## src/rtl/game_timer_ctrl.sv

```systemverilog
// Two-digit BCD round timer: one-second prescaler, reload on reconfigure,
// countdown while enabled, sticky expiry until the next reconfigure.
module game_timer_ctrl #(
  parameter int          TICKS_PER_SEC = 50_000_000,
  parameter int          PRESCALE_W    = 26,
  parameter logic [3:0]  LOAD_TENS     = 4'd9,
  parameter logic [3:0]  LOAD_ONES     = 4'd9
) (
  input  logic       clk,
  input  logic       rst,
  input  logic       timer_reconfig,
  input  logic       timer_enable,
  output logic [3:0] tens,
  output logic [3:0] ones,
  output logic       sec_tick,
  output logic       time_out,
  output logic       running
);

  // state      | meaning
  // S_IDLE     | after reset, digits 00, waits for reconfigure
  // S_LOADED   | round length loaded, waits for enable
  // S_COUNTING | prescaler advances while enabled, digits count down
  // S_EXPIRED  | digits 00, time_out held until reconfigure
  typedef enum logic [1:0] {S_IDLE, S_LOADED, S_COUNTING, S_EXPIRED} state_t;

  localparam logic [PRESCALE_W-1:0] TERM      = PRESCALE_W'(TICKS_PER_SEC - 1);
  localparam logic [PRESCALE_W-1:0] ONE       = PRESCALE_W'(1);
  localparam logic                  LOAD_ZERO = (LOAD_TENS == 4'd0) && (LOAD_ONES == 4'd0);

  state_t                r_state, w_state_nxt;
  logic [PRESCALE_W-1:0] r_presc, w_presc_nxt;
  logic [3:0]            r_tens,  w_tens_nxt;
  logic [3:0]            r_ones,  w_ones_nxt;
  logic                  r_tick,  w_tick_nxt;
  logic                  r_tout,  w_tout_nxt;
  logic                  r_run,   w_run_nxt;

  always_ff @(posedge clk or negedge rst) begin
    if (!rst) begin
      r_state <= S_IDLE;
      r_presc <= '0;
      r_tens  <= 4'd0;
      r_ones  <= 4'd0;
      r_tick  <= 1'b0;
      r_tout  <= 1'b0;
      r_run   <= 1'b0;
    end else begin
      r_state <= w_state_nxt;
      r_presc <= w_presc_nxt;
      r_tens  <= w_tens_nxt;
      r_ones  <= w_ones_nxt;
      r_tick  <= w_tick_nxt;
      r_tout  <= w_tout_nxt;
      r_run   <= w_run_nxt;
    end
  end

  always_comb begin
    w_state_nxt = r_state;
    w_presc_nxt = r_presc;
    w_tens_nxt  = r_tens;
    w_ones_nxt  = r_ones;
    w_tick_nxt  = 1'b0;
    w_tout_nxt  = r_tout;
    w_run_nxt   = 1'b0;

    if (timer_reconfig) begin
      w_tens_nxt  = LOAD_TENS;
      w_ones_nxt  = LOAD_ONES;
      w_presc_nxt = '0;
      w_tout_nxt  = LOAD_ZERO;
      w_state_nxt = LOAD_ZERO ? S_EXPIRED : S_LOADED;
    end else begin
      case (r_state)
        S_IDLE: begin
          w_tout_nxt = 1'b0;
        end
        S_LOADED: begin
          if (timer_enable) begin
            w_state_nxt = S_COUNTING;
            w_presc_nxt = r_presc + ONE;
          end
        end
        S_COUNTING: begin
          if (timer_enable) begin
            w_run_nxt = 1'b1;
            if (r_presc == TERM) begin
              w_presc_nxt = '0;
              w_tick_nxt  = 1'b1;
              // BCD borrow directly on the digits, no binary intermediate
              if (r_ones != 4'd0) begin
                w_ones_nxt = r_ones - 4'd1;
              end else begin
                w_ones_nxt = 4'd9;
                w_tens_nxt = r_tens - 4'd1;
              end
              if ((r_tens == 4'd0) && (r_ones == 4'd1)) begin
                w_tout_nxt  = 1'b1;
                w_state_nxt = S_EXPIRED;
              end
            end else begin
              w_presc_nxt = r_presc + ONE;
            end
          end
        end
        S_EXPIRED: begin
          w_presc_nxt = '0;
          w_tout_nxt  = 1'b1;
        end
        default: begin
          w_state_nxt = S_IDLE;
        end
      endcase
    end
  end

  assign tens     = r_tens;
  assign ones     = r_ones;
  assign sec_tick = r_tick;
  assign time_out = r_tout;
  assign running  = r_run;

endmodule

```

## config.mk

```make
export PLATFORM = sky130hd
export DESIGN_NAME = game_timer_ctrl
export DESIGN_NICKNAME = d
export VERILOG_FILES = /design/src/rtl/game_timer_ctrl.sv
export SDC_FILE = /design/constraint.sdc
export NUM_CORES = 1
export LEC_CHECK = 0
export CAP_MARGIN = 20
export CELL_PAD_IN_SITES_DETAIL_PLACEMENT = 0
export CELL_PAD_IN_SITES_GLOBAL_PLACEMENT = 1
export CORE_ASPECT_RATIO = 1.25
export CORE_MARGIN = 3
export CORE_UTILIZATION = 35
export CTS_CLUSTER_SIZE = 20
export DETAILED_ROUTE_END_ITERATION = 16
export DONT_BUFFER_PORTS = 1
export PLACE_DENSITY = 0.58
export SLEW_MARGIN = 20
export SYNTH_ARGS = -nofsm -noshare
export SYNTH_HDL_FRONTEND = slang
export SYNTH_SLANG_ARGS = --single-unit
```

## constraint.sdc

```tcl
create_clock -name clk -period 1.7 [get_ports clk]
set_input_delay 0.34 -clock clk [delete_from_list [all_inputs] [get_ports clk]]
set_output_delay 0.34 -clock clk [all_outputs]
set_load 0.02 [all_outputs]
```

==> qor.yml <==
cells_and_area:
  final_layout_size_suffix_gt1_share_pct: 43.77
  postLayoutCellArea_sq_mm: 0.003177
  finish.net_count: 306
  diodes: 0
  syn_to_final_growth_pct: 41.53
  utilization_pct: 51.19
die:
  pin_count: 15
  die_height_microns: 95.54
  core_area_sq_mm: 0.006206
  die_width_microns: 77.63
  die-area_sq_mm: 0.007416
  fp-row-count: 32
  start_util_pct: 36.17
logic_synthesis:
  synth_ff_type: "dfrtp_1"
  yosysSeqAreaShare_pct: 43.48
  yosysWarnings: 0
  yosys.area.top_type_share_pct: 43.48
  syn_avg_cell_area_sq_um: 9.759
  synth_top_area_cell: "dfrtp_1"
  ys_ff_latch: 39
  async_flop_share_pct: 100.0
  syn_inst: 230
  yosysUniqueCellTypes: 57
  synth-edff-count: 0
  yosys-top-cells-area: "dfrtp_1 43%, nor2_1 4.7%, xnor2_1 4.3%, ha_1 3.3%, xor2_1 2.7%"
  syn_nets: 240
  synth_area_sq_mm: 0.002245
routing:
  drt-initial-drc-count: 95
  wl_per_cell_microns: 15.52
  ant_nets: 0
  first_pass_iters: 4
  viasPerCell: 5.134
  drc_errors: 0
  via_count: 1961
  routed_wl_mm: 5.927
timing:
  fin_ws_ns: -0.08179
  fin_crit_sh_pct: 104.8
  min_period_ns: 1.782
  finalSetupViolCount: 4
  relSlewSlack_pct: 74.87
  rsz0062_at_grt: "true"
  hold_viol: 0
  fin_hold_ws_ns: 0.09762
  max_freq_mhz: 561.2
  tightest_slew_ns: 0.3759
  slew_violations: 0
  final.setup_skew_ns: 0.008573
global_routing:
  grt_pass1_wl_mm: 9.949
  grt_antenna_before_repair: 0
  overflow: 0
  grt_pass1_vias: 2015
  grt_use_total_pct: 17.11
  grt_max_degree: 40
power:
  power_density_mw_per_mm2: 665.4
  ir_drop_uv: 353.8
  power_mw: 2.114
  p_leak_nw: 1.364
cts:
  clk_pin_slew_ns: 0.08
  cts_tree: "yes"
  clock_sinks: 39
  cts_root_buf: "clkbuf_8"
  clk_latency_ns: 0.29
  htreeDepth: 2
  clockBufferDepth: 2
  cts_buffers: 5
setup_path:
  regToRegStartpoint: "r_presc[13]"
  cp-end-kind: "flip-flop"
  worstSetupStartpointType: "flip-flop"
  startpoint: "r_presc[13]"
  crit_arrival_ns: 2.00
  critical_path_class: "reg -> reg"
  cp_max_fo: 5
  cp.required_ns: 1.91
placed_design:
  place_congestion: 0.8112
  dpl_cell_area_sq_mm: 0.002716
  port_buffers: 0
  hpwl_mm: 4.200
min_path:
  hp-class: "in -> reg"
  min_from: "timer_reconfig"
job:
  maxCapViolCount: 0
status:
  violations: "setup timing"
  status: "complete, but fails checks"
==> worst max-delay path, stage by stage (launching register included) <==
cell and delay, ns:
dfrtp_1 0.39, and4_4 0.21, and4_4 0.21, a41o_4 0.31, or4b_4 0.52, o211ai_2 0.07
==> synthesized netlist by cell type (5+ instances only) <==
cell type and instances:
ha_1 6, nand3_1 11, nand4_1 6, xor2_1 7
o21ai_0 8, dfrtp_1 39, nor2_1 28, nor3_1 11
and3_1 5, a21oi_1 6, inv_1 7, nand2_1 14
xnor2_1 11
==> path summary, 6_finish.rpt <==
| check | cells past startpoint | slack [ns] | endpoint |
|---|---|---|---|
| setup reg to reg | 5 | -0.08 | r_presc[15] |
| hold reg to reg | 2 | 0.60 | r_presc[23] |
| max in group asynchronous | 2 | 0.98 | r_presc[18] |
| min in group asynchronous | 2 | 0.51 | r_presc[5] |
| hold / removal | 1 | 0.1 | tens[2] |
| setup / recovery | 5 | -0.08 | r_presc[15] |
==> layout make-up <==
type	count	area, sq um
fill	588	3029
multi-input combinational	176	1384
sequential	39	983.4
timing repair buffer	66	540.5
tap	85	106.4
clock buffer	6	72.57
clock inverter	2	60.06
inverter	8	30.03
==> cell usage in the layout, fill, tap and decap left out, types with 4 or more instances in the layout <==
cell type  count
nand3_1        9
a21oi_1        5
dfrtp_2        6
nor3_1         7
xor2_1         7
and4_4         5
nor3_2         4
buf_6          4
and3_1         4
a31o_2         4
buf_4         58
dfrtp_1       33
inv_1          7
o21ai_0        6
nand2_1       14
ha_1           5
nor2_4         4
xnor2_1       11
or3_1          4
nor2_1        23
nand4_1        6
clkbuf_8       5
==> registers in the layout (all words and copies together), names as in the netlist <==
register and cells:
r_presc 26, ones 4, tens 4, r_state 2
running 1, sec_tick 1, time_out 1
==> layer usage <==
layer	part of all wire, %	global-route usage (%)
met4	1.0	4.451
met1	43	20.21
met3	2.3	3.308
met2	54	31.57
met5	0	0
==> logic make-up after synthesis <==
group / count (synthesis) / synth area share (%)
adder cells (fa/ha/maj): 7 / 3.790
XOR/XNOR: 18 / 7.023
flip-flops: 39 / 43.48
multiplexers: 2 / 0.9476
AO/OA/AOI/OAI: 32 / 10.59
AND/OR/NAND/NOR: 116 / 30.04
buffers and inverters: 16 / 4.124
==> power by group <==
part           internal, mW  switching (mW)  total (mW)
clock network         0.587           0.342       0.929
registers             0.945          0.0194       0.964
logic                 0.101           0.119       0.220
total                  1.63           0.481        2.11
==> per-stage QoR <==
stage | setup slack (ns) | instances | setup TNS, ns
CTS | -0.01488 | 379 | -0.02837
detailed placement | -0.06887 | 363 | -0.6991
global route | -0.1090 | 382 | -1.497
global placement | -0.04346 | 363 | -0.5121
floorplan | 0.002702 | 230 | 0
finish | -0.08179 | 382 | -0.1200
==> repair_timing <==
item,in CTS,in global routing
resized for setup,14,41
hold endpoints to repair,39,0
buffers inserted,5,4
pin swaps,7,19
cloned,1,0
setup endpoints to repair,24,32
hold buffers,2,0
(Power assumes the default switching activity.)
